[src/rtl/axi_bram_bridge_pkg.sv]
// rtl/axi_bram_bridge_pkg.sv - response codes, FSM states and width helper for the AXI-Lite BRAM bridge
package axi_bram_pkg;

   localparam logic [1:0] RESP_OKAY   = 2'b00;
   localparam logic [1:0] RESP_SLVERR = 2'b10;

   typedef enum logic [2:0] {
      ST_IDLE,
      ST_RD,
      ST_RDRSP,
      ST_WR,
      ST_WRRSP,
      ST_RMW
   } state_e;

   typedef enum logic {
      GNT_RD = 1'b0,
      GNT_WR = 1'b1
   } grant_e;

   function automatic int clog2(input int v);
      int r;
      r = 0;
      while ((1 << r) < v) r++;
      return r;
   endfunction

endpackage

[src/rtl/axi_bram_bridge_arb.sv]
// rtl/axi_bram_bridge_arb.sv - two-request round-robin grant; the last granted type loses a tie
module axi_bram_arb
   import axi_bram_pkg::*;
(
   input  logic CLOCK,
   input  logic RESET_N,
   input  logic en,
   input  logic rd_req,
   input  logic wr_req,
   output logic gnt_rd,
   output logic gnt_wr
);

   grant_e lastgrant_q, lastgrant_d;

   always_comb begin
      gnt_rd      = en & rd_req & (~wr_req | (lastgrant_q == GNT_WR));
      gnt_wr      = en & wr_req & (~rd_req | (lastgrant_q == GNT_RD));
      lastgrant_d = lastgrant_q;
      if (gnt_rd)
         lastgrant_d = GNT_RD;
      else if (gnt_wr)
         lastgrant_d = GNT_WR;
   end

   always_ff @(posedge CLOCK) begin
      if (!RESET_N)
         lastgrant_q <= GNT_WR;
      else
         lastgrant_q <= lastgrant_d;
   end

endmodule

[src/rtl/axi_bram_bridge.sv]
// rtl/axi_bram_bridge.sv - AXI4-Lite slave onto one BRAM port; AXIBRAM_WSTRB_EN adds strobe read-modify-write
module axi_bram_bridge
   import axi_bram_pkg::*;
#(
   parameter int AW     = 15,
   parameter int DW     = 12,
   parameter int NWORDS = 1 << AW,
   parameter int RDLAT  = 2,
   parameter int WRLAT  = 3
) (
   input  logic          CLOCK,
   input  logic          RESET_N,
   output logic [AW-1:0] xbraddr,
   output logic [DW-1:0] xbrwdat,
   input  logic [DW-1:0] xbrrdat,
   output logic          xbrenab,
   output logic          xbrwena,
   input  logic [AW+1:0] saxi_ARADDR,
   input  logic          saxi_ARVALID,
   output logic          saxi_ARREADY,
   output logic [31:0]   saxi_RDATA,
   output logic [1:0]    saxi_RRESP,
   output logic          saxi_RVALID,
   input  logic          saxi_RREADY,
   input  logic [AW+1:0] saxi_AWADDR,
   input  logic          saxi_AWVALID,
   output logic          saxi_AWREADY,
   input  logic [31:0]   saxi_WDATA,
   input  logic [3:0]    saxi_WSTRB,
   input  logic          saxi_WVALID,
   output logic          saxi_WREADY,
   output logic [1:0]    saxi_BRESP,
   output logic          saxi_BVALID,
   input  logic          saxi_BREADY
);

   localparam int CW = clog2(((RDLAT > WRLAT) ? RDLAT : WRLAT) + 1);

   state_e        state_q, state_d;
   logic [CW-1:0] cnt_q, cnt_d;
   logic          arready_q, arready_d, awready_q, awready_d, wready_q, wready_d;
   logic          rvalid_q, rvalid_d, bvalid_q, bvalid_d;
   logic          rd_active_q, rd_active_d, wr_active_q, wr_active_d;
   logic [1:0]    rresp_q, rresp_d, bresp_q, bresp_d;
   logic [DW-1:0] rdata_q, rdata_d, wdata_q, wdata_d;
   logic [AW-1:0] araddr_q, araddr_d, awaddr_q, awaddr_d;
   logic          gnt_rd, gnt_wr;
   logic          unused_bits;

`ifdef AXIBRAM_WSTRB_EN
   logic [1:0]    wstrb_q, wstrb_d;
   logic [DW-1:0] strb_mask;

   always_comb begin
      strb_mask = '0;
      for (int i = 0; i < DW; i++)
         strb_mask[i] = (i < 8) ? wstrb_q[0] : wstrb_q[1];
   end

   assign unused_bits = ^{saxi_ARADDR[1:0], saxi_AWADDR[1:0], saxi_WDATA[31:DW], saxi_WSTRB[3:2]};
`else
   assign unused_bits = ^{saxi_ARADDR[1:0], saxi_AWADDR[1:0], saxi_WDATA[31:DW], saxi_WSTRB};
`endif

   function automatic logic in_range(input logic [AW-1:0] a);
      return 32'(a) < 32'(NWORDS);
   endfunction

   axi_bram_arb u_arb (
      .CLOCK   (CLOCK),
      .RESET_N (RESET_N),
      .en      (state_q == ST_IDLE),
      .rd_req  (~arready_q & ~rd_active_q),
      .wr_req  (~awready_q & ~wready_q & ~wr_active_q),
      .gnt_rd  (gnt_rd),
      .gnt_wr  (gnt_wr)
   );

   always_comb begin
      state_d     = state_q;
      cnt_d       = cnt_q;
      arready_d   = arready_q;
      awready_d   = awready_q;
      wready_d    = wready_q;
      rvalid_d    = rvalid_q;
      bvalid_d    = bvalid_q;
      rd_active_d = rd_active_q;
      wr_active_d = wr_active_q;
      rresp_d     = rresp_q;
      bresp_d     = bresp_q;
      rdata_d     = rdata_q;
      wdata_d     = wdata_q;
      araddr_d    = araddr_q;
      awaddr_d    = awaddr_q;
`ifdef AXIBRAM_WSTRB_EN
      wstrb_d     = wstrb_q;
`endif

      // Channel capture and release; a READY stays low until its response is taken.
      if (saxi_ARVALID && arready_q) begin
         arready_d = 1'b0;
         araddr_d  = saxi_ARADDR[AW+1:2];
      end
      if (rvalid_q && saxi_RREADY) begin
         rvalid_d    = 1'b0;
         arready_d   = 1'b1;
         rd_active_d = 1'b0;
      end
      if (saxi_AWVALID && awready_q) begin
         awready_d = 1'b0;
         awaddr_d  = saxi_AWADDR[AW+1:2];
      end
      if (saxi_WVALID && wready_q) begin
         wready_d = 1'b0;
         wdata_d  = saxi_WDATA[DW-1:0];
`ifdef AXIBRAM_WSTRB_EN
         wstrb_d  = saxi_WSTRB[1:0];
`endif
      end
      if (bvalid_q && saxi_BREADY) begin
         bvalid_d    = 1'b0;
         awready_d   = 1'b1;
         wready_d    = 1'b1;
         wr_active_d = 1'b0;
      end

      case (state_q)
         ST_IDLE: begin
            cnt_d = '0;
            if (gnt_rd) begin
               rd_active_d = 1'b1;
               if (in_range(araddr_q)) begin
                  state_d = ST_RD;
               end else begin
                  rdata_d = '0;
                  rresp_d = RESP_SLVERR;
                  state_d = ST_RDRSP;
               end
            end else if (gnt_wr) begin
               wr_active_d = 1'b1;
               bresp_d     = RESP_OKAY;
               if (!in_range(awaddr_q)) begin
                  bresp_d = RESP_SLVERR;
                  state_d = ST_WRRSP;
               end
`ifdef AXIBRAM_WSTRB_EN
               else if (strb_mask == '0)
                  state_d = ST_WRRSP;
               else if (strb_mask != '1)
                  state_d = ST_RMW;
`endif
               else
                  state_d = ST_WR;
            end
         end
         ST_RD: begin
            if (cnt_q == CW'(RDLAT - 1)) begin
               rdata_d = xbrrdat;
               rresp_d = RESP_OKAY;
               state_d = ST_RDRSP;
            end else begin
               cnt_d = cnt_q + CW'(1);
            end
         end
         ST_RDRSP: begin
            rvalid_d = 1'b1;
            state_d  = ST_IDLE;
         end
         ST_RMW: begin
`ifdef AXIBRAM_WSTRB_EN
            if (cnt_q == CW'(RDLAT - 1)) begin
               wdata_d = (xbrrdat & ~strb_mask) | (wdata_q & strb_mask);
               cnt_d   = '0;
               state_d = ST_WR;
            end else begin
               cnt_d = cnt_q + CW'(1);
            end
`else
            state_d = ST_IDLE;
`endif
         end
         ST_WR: begin
            if (cnt_q == CW'(WRLAT - 1))
               state_d = ST_WRRSP;
            else
               cnt_d = cnt_q + CW'(1);
         end
         ST_WRRSP: begin
            bvalid_d = 1'b1;
            state_d  = ST_IDLE;
         end
         default: state_d = ST_IDLE;
      endcase
   end

   always_ff @(posedge CLOCK) begin
      if (!RESET_N) begin
         state_q     <= ST_IDLE;
         cnt_q       <= '0;
         arready_q   <= 1'b1;
         awready_q   <= 1'b1;
         wready_q    <= 1'b1;
         rvalid_q    <= 1'b0;
         bvalid_q    <= 1'b0;
         rd_active_q <= 1'b0;
         wr_active_q <= 1'b0;
         rresp_q     <= RESP_OKAY;
         bresp_q     <= RESP_OKAY;
         rdata_q     <= '0;
         wdata_q     <= '0;
         araddr_q    <= '0;
         awaddr_q    <= '0;
`ifdef AXIBRAM_WSTRB_EN
         wstrb_q     <= '0;
`endif
      end else begin
         state_q     <= state_d;
         cnt_q       <= cnt_d;
         arready_q   <= arready_d;
         awready_q   <= awready_d;
         wready_q    <= wready_d;
         rvalid_q    <= rvalid_d;
         bvalid_q    <= bvalid_d;
         rd_active_q <= rd_active_d;
         wr_active_q <= wr_active_d;
         rresp_q     <= rresp_d;
         bresp_q     <= bresp_d;
         rdata_q     <= rdata_d;
         wdata_q     <= wdata_d;
         araddr_q    <= araddr_d;
         awaddr_q    <= awaddr_d;
`ifdef AXIBRAM_WSTRB_EN
         wstrb_q     <= wstrb_d;
`endif
      end
   end

   assign xbrenab      = state_q inside {ST_RD, ST_WR, ST_RMW};
   assign xbrwena      = (state_q == ST_WR);
   assign xbraddr      = (state_q == ST_WR || state_q == ST_RMW) ? awaddr_q : araddr_q;
   assign xbrwdat      = wdata_q;
   assign saxi_ARREADY = arready_q;
   assign saxi_AWREADY = awready_q;
   assign saxi_WREADY  = wready_q;
   assign saxi_RVALID  = rvalid_q;
   assign saxi_BVALID  = bvalid_q;
   assign saxi_RDATA   = {{(32 - DW){1'b0}}, rdata_q};
   assign saxi_RRESP   = rresp_q;
   assign saxi_BRESP   = bresp_q;

endmodule
[config.mk]
export PLATFORM = sky130hd
export DESIGN_NAME = axi_bram_bridge
export DESIGN_NICKNAME = d
export VERILOG_FILES = /design/src/rtl/axi_bram_bridge_pkg.sv /design/src/rtl/axi_bram_bridge_arb.sv /design/src/rtl/axi_bram_bridge.sv
export SDC_FILE = /design/constraint.sdc
export NUM_CORES = 1
export LEC_CHECK = 0
export ABC_AREA = 1
export CAP_MARGIN = 0
export CORE_UTILIZATION = 36
export CTS_BUF_LIST = sky130_fd_sc_hd__clkbuf_4
export DETAILED_ROUTE_END_ITERATION = 12
export PLACE_DENSITY = 0.79
export SETUP_SLACK_MARGIN = 0.2
export SLEW_MARGIN = 20
export SYNTH_ARGS = -nofsm -noshare
export SYNTH_HDL_FRONTEND = slang
export SYNTH_HIERARCHICAL = 1
export SYNTH_SLANG_ARGS = --single-unit
export TNS_END_PERCENT = 1
[constraint.sdc]
create_clock -name CLOCK -period 1.55 [get_ports CLOCK]
set_input_delay 0.31 -clock CLOCK [delete_from_list [all_inputs] [get_ports CLOCK]]
set_output_delay 0.31 -clock CLOCK [all_outputs]
set_load 0.02 [all_outputs]
==> results of run 1 <==
==> through the flow <==
stage | cells | utilization, % | hold slack, ns | TNS [ns] | cell area (sq um)
6_report | 631 | 57.38 | 0.3674 | -6.807 | 4434
5_1_grt | 631 | 57.38 | 0.3508 | -8.750 | 4434
4_1_cts | 627 | 57.97 | 0.3333 | -7.855 | 4479
3_5_place_dp | 607 | 55.26 | 0.4424 | -6.958 | 4270
3_3_place_gp | 607 | 55.26 | 0.4428 | -6.142 | 4270
2_1_floorplan | 414 | - | 0.3823 | 0 | 3097
==> metal layers <==
metal | global-route usage, % | wire (um) | up-vias
met4 | 6.614 | 95 | 0
met5 | 0 | 0 | -
met3 | 5.779 | 545 | 12
met1 | 21.09 | 3140 | 1314
met2 | 33.90 | 3815 | 97
li1 | - | - | 1461
==> power groups by stage <==
stage / registers (mW) / logic (mW) / clock network, mW
after floorplan: 2.19 / 0.924 / 0
after global placement: 2.09 / 1.68 / 0
after detailed placement: 2.10 / 1.72 / 0
after CTS: 2.06 / 1.75 / 1.30
after global routing: 2.10 / 1.94 / 1.38
final: 2.07 / 1.76 / 1.26
==> Yosys cell counts, types with 2 or more instances <==
cell type and count:
nor2_1 90, dfxtp_1 67, o21ai_0 55, nand2_1 50
inv_1 28, buf_4 26, a21oi_1 20, o21ai_1 15
clkbuf_1 13, nand3_1 7, inv_2 4, nor3_1 3
buf_6 2, ha_1 2
==> path summary, 6_finish.rpt <==
kind           startpoint  slack [ns]  cells after the start           end
max            state_q[0]       -0.48                      9    xbraddr[5]
min               RESET_N        0.37                      3   araddr_q[2]
max reg2reg    state_q[0]        0.04                      9    state_q[1]
min reg2reg  saxi_ARREADY        0.48                      2  saxi_ARREADY
==> worst max-delay path: cells and delay by family (launching register included) <==
family                 cells  cell delay, ns
AOI/OAI and AO/OA          2            0.21
DFF                        1            0.37
and+or+nand+nor            1            0.09
buffers and inverters      6            0.67
==> sequential cells by signal, indices dropped and copies added (netlist names) <==
signal             count
saxi_WREADY            1
cnt_q                  2
rdata_q               12
saxi_ARREADY           1
u_arb/lastgrant_q      1
saxi_AWREADY           1
saxi_BVALID            1
saxi_RVALID            1
rd_active_q            1
state_q                3
araddr_q              15
wr_active_q            1
xbrwdat               12
awaddr_q              15
==> layout make-up <==
cell class              instances  area [sq um]
well taps                     102         127.6
multi-input cells             273          1376
clock buffers                  10         75.07
repair buffers                141          1296
fillers                       708          3293
clock inverters                 6         80.08
flip-flops and latches         67          1354
inverters                      32         125.1
==> what timing repair did <==
item                       4_1_cts  5_1_grt
cloned                           2        0
resized for setup              185       38
buffers inserted                 2        4
pin swaps                        2        2
setup endpoints to repair       50       54
==> kinds of logic (layout without fill, tap and decap cells) <==
logic type      count (synthesis)  in the layout
simple gates                  156            156
compound gates                 91             91
buf+inv                        74            189
flops                          67             67
fa+ha+maj                       2              2
other cells                     1             24
==> cell usage in the layout (no fill, tap or decap), types with 6 or more instances in the layout <==
master	n
buf_12	7
o21ai_0	53
inv_1	28
nand3_1	6
a21oi_1	19
clkdlybuf4s50_1	59
buf_4	33
dfxtp_1	61
nand2_1	48
conb_1	24
clkbuf_4	10
nor2_1	89
buf_2	30
buf_6	8
o21ai_4	11
==> insert_results.sql, run 1 <==
INSERT INTO impl_metrics (metric_group, metric, value, unit) VALUES
('setup_path', 'cpPeakStageDelay', '0.37', 'ns'),
('sta', 'timing.fmax', '493.8', 'MHz'),
('logic_synthesis', 'synth_enable_flop_cells', '0', ''),
('sta', 'final_min_period_over_clock_period', '130.7', '%'),
('clocking', 'number_of_hold_repair_buffers_added_at_the_cts_stage', '0', ''),
('clocking', 'tritoncts', 'done', ''),
('placed_design', 'place.port_buffers', '106', ''),
('pwr', 'vdd_ir_drop_max', '0.6072', 'mV'),
('floorplan', 'floorplan.io_pins', '159', ''),
('clocking', 'clock_insertion_delay_worst_skew', '0.39', 'ns'),
('final_layout', 'antenna_cells_inserted', '0', ''),
('status', 'violations', 'setup timing', ''),
('global_route', 'largest_net_degree_at_the_start_of_global_routing', '34', ''),
('setup_path', 'cp_cell_sequence', 'inv_2 -> nor2_4 -> inv_2 -> o21ai_4 -> buf_6 -> buf_16 -> buf_4 -> o21ai_4 -> buf_4', ''),
('final_layout', 'layout.nets', '615', ''),
('floorplan', 'fp.dieArea', '0.008317', 'sq mm'),
('logic_synthesis', 'synth_area_per_cell', '7.325', 'sq um'),
('clocking', 'clkSlewWorstSetupHoldPaths', '0.12', 'ns'),
('clocking', 'cts-root-to-sink-buffers', '2', ''),
('logic_synthesis', 'adder_and_majority_cell_fraction_of_the_synthesized_area', '0.8737', '%'),
('sta', 'min_period', '2.025', 'ns'),
('routing', 'wire_length_per_cell_after_detailed_routing', '12.04', 'um'),
('floorplan', 'die_width', '91.20', 'um'),
('logic_synthesis', 'postSynthCellCount', '391', ''),
('setup_path', 'worst_ep_arrival_time', '1.72', 'ns'),
('logic_synthesis', 'postSynth.asyncResetShare', '0', '%'),
('routing', 'drt_first_iter_violations', '56', ''),
('clocking', 'cts.htree.levels', '3', ''),
('routing', 'vias', '2884', ''),
('sta', 'grt_setup_unrepaired', 'yes', ''),
('routing', 'postRouteWirelength', '7596', 'um'),
('logic_synthesis', 'netlist.top_cell.by_area', 'dfxtp_1', ''),
('setup_path', 'endpoint_kind', 'output pin', ''),
('floorplan', 'die_height', '91.20', 'um'),
('setup_path', 'cp.required', '1.24', 'ns'),
('logic_synthesis', 'ys_ff_latch', '67', ''),
('setup_path', 'timing.critical_path.from_type', 'flip-flop', ''),
('logic_synthesis', 'syn_area', '0.002864', 'sq mm'),
('logic_synthesis', 'fraction_of_the_yosys_area_taken_by_sequential_cells', '46.83', '%'),
('placed_design', 'post-dp-hpwl', '5396', 'um'),
('pwr', 'switching_share', '32.84', '%'),
('placed_design', 'finalWeightedCongestion', '0.8019', ''),
('run', 'cap_viol_max_count', '0', ''),
('setup_path', 'timing.critical_path.slowest_stage_cell', 'dfxtp_2', ''),
('clocking', 'number_of_buffers_created_by_cts', '9', ''),
('logic_synthesis', 'synthTopCellsByArea', 'dfxtp_1, nor2_1, o21ai_0', ''),
('routing', 'drcViolationCount', '0', ''),
('routing', 'route.detailed.vias_per_inst', '4.571', ''),
('logic_synthesis', 'simple_gate_fraction_of_synth_area', '22.19', '%'),
('pwr', 'power_density', '1149', 'mW/mm^2'),
('logic_synthesis', 'synth_top_family_by_area', 'simple AND/OR/NAND/NOR gates', ''),
('sta', 'setup_ws', '-0.4752', 'ns'),
('pwr', 'power.switching', '1.673', 'mW'),
('pwr', 'total_leakage_power', '1.979', 'nW'),
('pwr', 'combinationalPowerShare', '34.6', '%'),
('global_route', 'antenna_found_initial', '0', ''),
('clocking', 'clock_sinks', '67', ''),
('global_route', 'grt_first_pass_wirelength', '12550', 'um'),
('logic_synthesis', 'synth_top_area_share', '46.83', '%'),
('final_layout', 'final_layout_size_suffix_gt1_share', '24.95', '%'),
('sta', 'finalSetupViolations', '16', ''),
('floorplan', 'core_area', '0.007727', 'sq mm'),
('sta', 'timing_max_transition_violations_final', '0', ''),
('floorplan', 'num_rows', '32', ''),
('logic_synthesis', 'yosysWarningCount', '6', ''),
('pwr', 'power.clock.fraction', '24.7', '%'),
('logic_synthesis', 'synthXorXnorAreaFrac', '0', '%'),
('floorplan', 'start_util', '37.06', '%'),
('hold_path', 'worst_hold_path_type', 'in -> reg', ''),
('status', 'outcome', 'finished with violations', ''),
('routing', 'detailedRoute.firstPassIterationCount', '4', '');
Power figures use the tool's default switching activity.
==> run 2: changes to the inputs <==
--- a/config.mk
+++ b/config.mk
@@ -12,7 +12,7 @@
 export DETAILED_ROUTE_END_ITERATION = 12
 export PLACE_DENSITY = 0.79
 export SETUP_SLACK_MARGIN = 0.2
-export SLEW_MARGIN = 20
+export SLEW_MARGIN = 10
 export SYNTH_ARGS = -nofsm -noshare
 export SYNTH_HDL_FRONTEND = slang
 export SYNTH_HIERARCHICAL = 1
==> results of run 2 <==
The final DEF is identical to that of run 1; final timing and power are the same.
==> run 3: changes to the inputs <==
--- a/config.mk
+++ b/config.mk
@@ -11,6 +11,7 @@
 export CTS_BUF_LIST = sky130_fd_sc_hd__clkbuf_4
 export DETAILED_ROUTE_END_ITERATION = 12
 export PLACE_DENSITY = 0.79
+export RECOVER_POWER = 100
 export SETUP_SLACK_MARGIN = 0.2
 export SLEW_MARGIN = 10
 export SYNTH_ARGS = -nofsm -noshare
==> run 3 against run 2 <==
The run still ends with setup timing left. Power about the same. Fmax stayed put. Die area is the same. Via count unchanged. Combinational power barely moved. Non-clock buffer count is the same. Design area did not move. Register-to-register slack about the same. Clock-buffer cell count unchanged. Sequential share of layout area is the same. Wire length hardly changed. Largest power group unchanged. Highest routed layer unchanged.
==> insert_results.sql, run 3 (synthesis gave the netlist of run 1 again) <==
INSERT INTO impl_metrics (metric_group, metric, value, unit) VALUES
('hold_path', 'worst_hold_path_type', 'in -> reg', ''),
('clocking', 'number_of_hold_repair_buffers_added_at_the_cts_stage', '0', ''),
('clocking', 'cts-root-to-sink-buffers', '2', ''),
('global_route', 'grt_use_total', '18.91', '%'),
('placed_design', 'placement.setup.worst_slack', '-0.4446', 'ns'),
('setup_path', 'timing.critical_path.from_type', 'flip-flop', ''),
('hold_path', 'hold-path-endpoint', 'araddr_q[2]', ''),
('global_route', 'grt_overflow', '0', ''),
('setup_path', 'worstPathMaxFanout', '11', ''),
('run', 'cap_viol_max_count', '0', ''),
('sta', 'setup_ws', '-0.4752', 'ns'),
('floorplan', 'core_area', '0.007727', 'sq mm'),
('routing', 'drcViolationCount', '0', ''),
('routing', 'detailedRoute.firstPassIterationCount', '4', ''),
('final_layout', 'syn_to_final_growth', '54.83', '%'),
('sta', 'min_period', '2.025', 'ns'),
('setup_path', 'rr_startpoint', 'state_q[0]', ''),
('sta', 'tns', '-6.807', 'ns'),
('floorplan', 'die_width', '91.20', 'um'),
('final_layout', 'antenna_cells_inserted', '0', ''),
('routing', 'ant_nets', '0', ''),
('sta', 'timing.fmax', '493.8', 'MHz'),
('setup_path', 'endpoint_kind', 'output pin', ''),
('setup_path', 'worst_ep_arrival_time', '1.72', 'ns'),
('hold_path', 'worstHoldPathCells', '3', ''),
('floorplan', 'fp.dieArea', '0.008317', 'sq mm'),
('floorplan', 'num_rows', '32', ''),
('clocking', 'clock_sinks', '67', ''),
('placed_design', 'place.port_buffers', '106', ''),
('routing', 'vias', '2884', ''),
('routing', 'drt_first_iter_violations', '56', ''),
('clocking', 'clkSlewWorstSetupHoldPaths', '0.12', 'ns'),
('final_layout', 'final_util', '57.38', '%'),
('clocking', 'clock_insertion_delay_worst_skew', '0.39', 'ns'),
('final_layout', 'final_cell_mix', 'nor2_1, dfxtp_1, clkdlybuf4s50_1', ''),
('final_layout', 'layout.nets', '615', ''),
('setup_path', 'worstReg2RegEnd', 'state_q[1]', ''),
('pwr', 'vdd_ir_drop_max', '0.6072', 'mV'),
('pwr', 'total_leakage_power', '1.979', 'nW'),
('hold_path', 'hold_path_startpoint', 'RESET_N', ''),
('final_layout', 'final_layout_size_suffix_gt1_share', '24.95', '%'),
('routing', 'postRouteWirelength', '7595', 'um'),
('sta', 'finalSetupViolations', '16', ''),
('global_route', 'grt_first_pass_wirelength', '12550', 'um'),
('status', 'violations', 'setup timing', ''),
('pwr', 'power_density', '1149', 'mW/mm^2'),
('final_layout', 'largestRegisters', 'araddr_q: 15 flops, awaddr_q: 15 flops', ''),
('setup_path', 'regToRegSetupSlack', '0.04', 'ns'),
('pwr', 'post_layout_total_power', '5.094', 'mW'),
('clocking', 'cts.htree.levels', '3', ''),
('final_layout', 'layout.cells.most_common', 'nor2_1', ''),
('global_route', 'antenna_found_initial', '0', ''),
('setup_path', 'worst-r2r-cell-count', '9', ''),
('placed_design', 'post-dp-hpwl', '5396', 'um'),
('floorplan', 'die_height', '91.20', 'um'),
('setup_path', 'cp.required', '1.24', 'ns'),
('sta', 'final.setup_skew', '0.01693', 'ns'),
('placed_design', 'finalWeightedCongestion', '0.8019', ''),
('status', 'outcome', 'finished with violations', ''),
('setup_path', 'timing_worst_setup_path_type', 'reg -> out', ''),
('sta', 'final_min_period_over_clock_period', '130.7', '%'),
('routing', 'wire_length_per_cell_after_detailed_routing', '12.04', 'um'),
('global_route', 'largest_net_degree_at_the_start_of_global_routing', '34', ''),
('sta', 'finalHoldViolations', '0', ''),
('clocking', 'number_of_buffers_created_by_cts', '9', ''),
('floorplan', 'floorplan.io_pins', '159', ''),
('global_route', 'vias_in_the_first_global_route', '2763', ''),
('routing', 'route.detailed.vias_per_inst', '4.571', ''),
('sta', 'timing_max_transition_violations_final', '0', ''),
('floorplan', 'start_util', '37.06', '%'),
('sta', 'grt_setup_unrepaired', 'yes', ''),
('clocking', 'clock_tree.root_cell', 'clkbuf_4', ''),
('clocking', 'tritoncts', 'done', '');
==> run 3: layout make-up <==
| class | instances | area [sq um] |
|---|---|---|
| clock inverter | 6 | 80.08 |
| timing repair buffer | 141 | 1296 |
| tap | 102 | 127.6 |
| inverter | 32 | 125.1 |
| multi-input combinational | 273 | 1376 |
| fill | 708 | 3293 |
| clock buffer | 10 | 75.07 |
| sequential | 67 | 1354 |
==> run 3: metal layers <==
metal  part of all wire (%)  wire length, um  global-route usage (%)
met1                     41             3140                   21.09
met2                     50             3814                   33.90
met3                    7.2              545                   5.779
met4                    1.3               95                   6.614
met5                      0                0                       0
==> run 3: repair_timing <==
item / in CTS / in global routing
setup endpoints to repair: 50 / 54
buffers inserted: 2 / 4
gates cloned: 2 / 0
pin swaps: 2 / 2
resized for setup: 185 / 38
==> run 3: worst max-delay path by stage <==
stage,end,slack (ns),startpoint
floorplan,xbraddr[3],0.13,state_q[1]
CTS,xbraddr[1],-0.54,state_q[0]
global placement,xbraddr[1],-0.40,state_q[0]
global route,xbraddr[5],-0.58,state_q[0]
finish,xbraddr[5],-0.48,state_q[0]
detailed placement,xbraddr[6],-0.44,state_q[0]
==> run 3: per-stage QoR <==
step | instance area, sq um | instances | hold slack (ns)
6_report | 4434 | 631 | 0.3674
3_3_place_gp | 4270 | 607 | 0.4428
3_5_place_dp | 4270 | 607 | 0.4424
4_1_cts | 4479 | 627 | 0.3333
2_1_floorplan | 3097 | 414 | 0.3823
5_1_grt | 4434 | 631 | 0.3508
==> run 3: worst max-delay path, stage by stage, from the launching register on <==
cell and delay [ns]:
dfxtp_2 0.37, inv_2 0.06, nor2_4 0.09, inv_2 0.06
o21ai_4 0.16, buf_6 0.13, buf_16 0.14, buf_4 0.13
o21ai_4 0.05, buf_4 0.15
==> run 3: where the power goes <==
part | leakage [nW] | internal, mW | switching [mW]
Combinational | 1.34 | 0.810 | 0.952
Clock | 0.0815 | 0.661 | 0.596
Sequential | 0.553 | 1.95 | 0.124
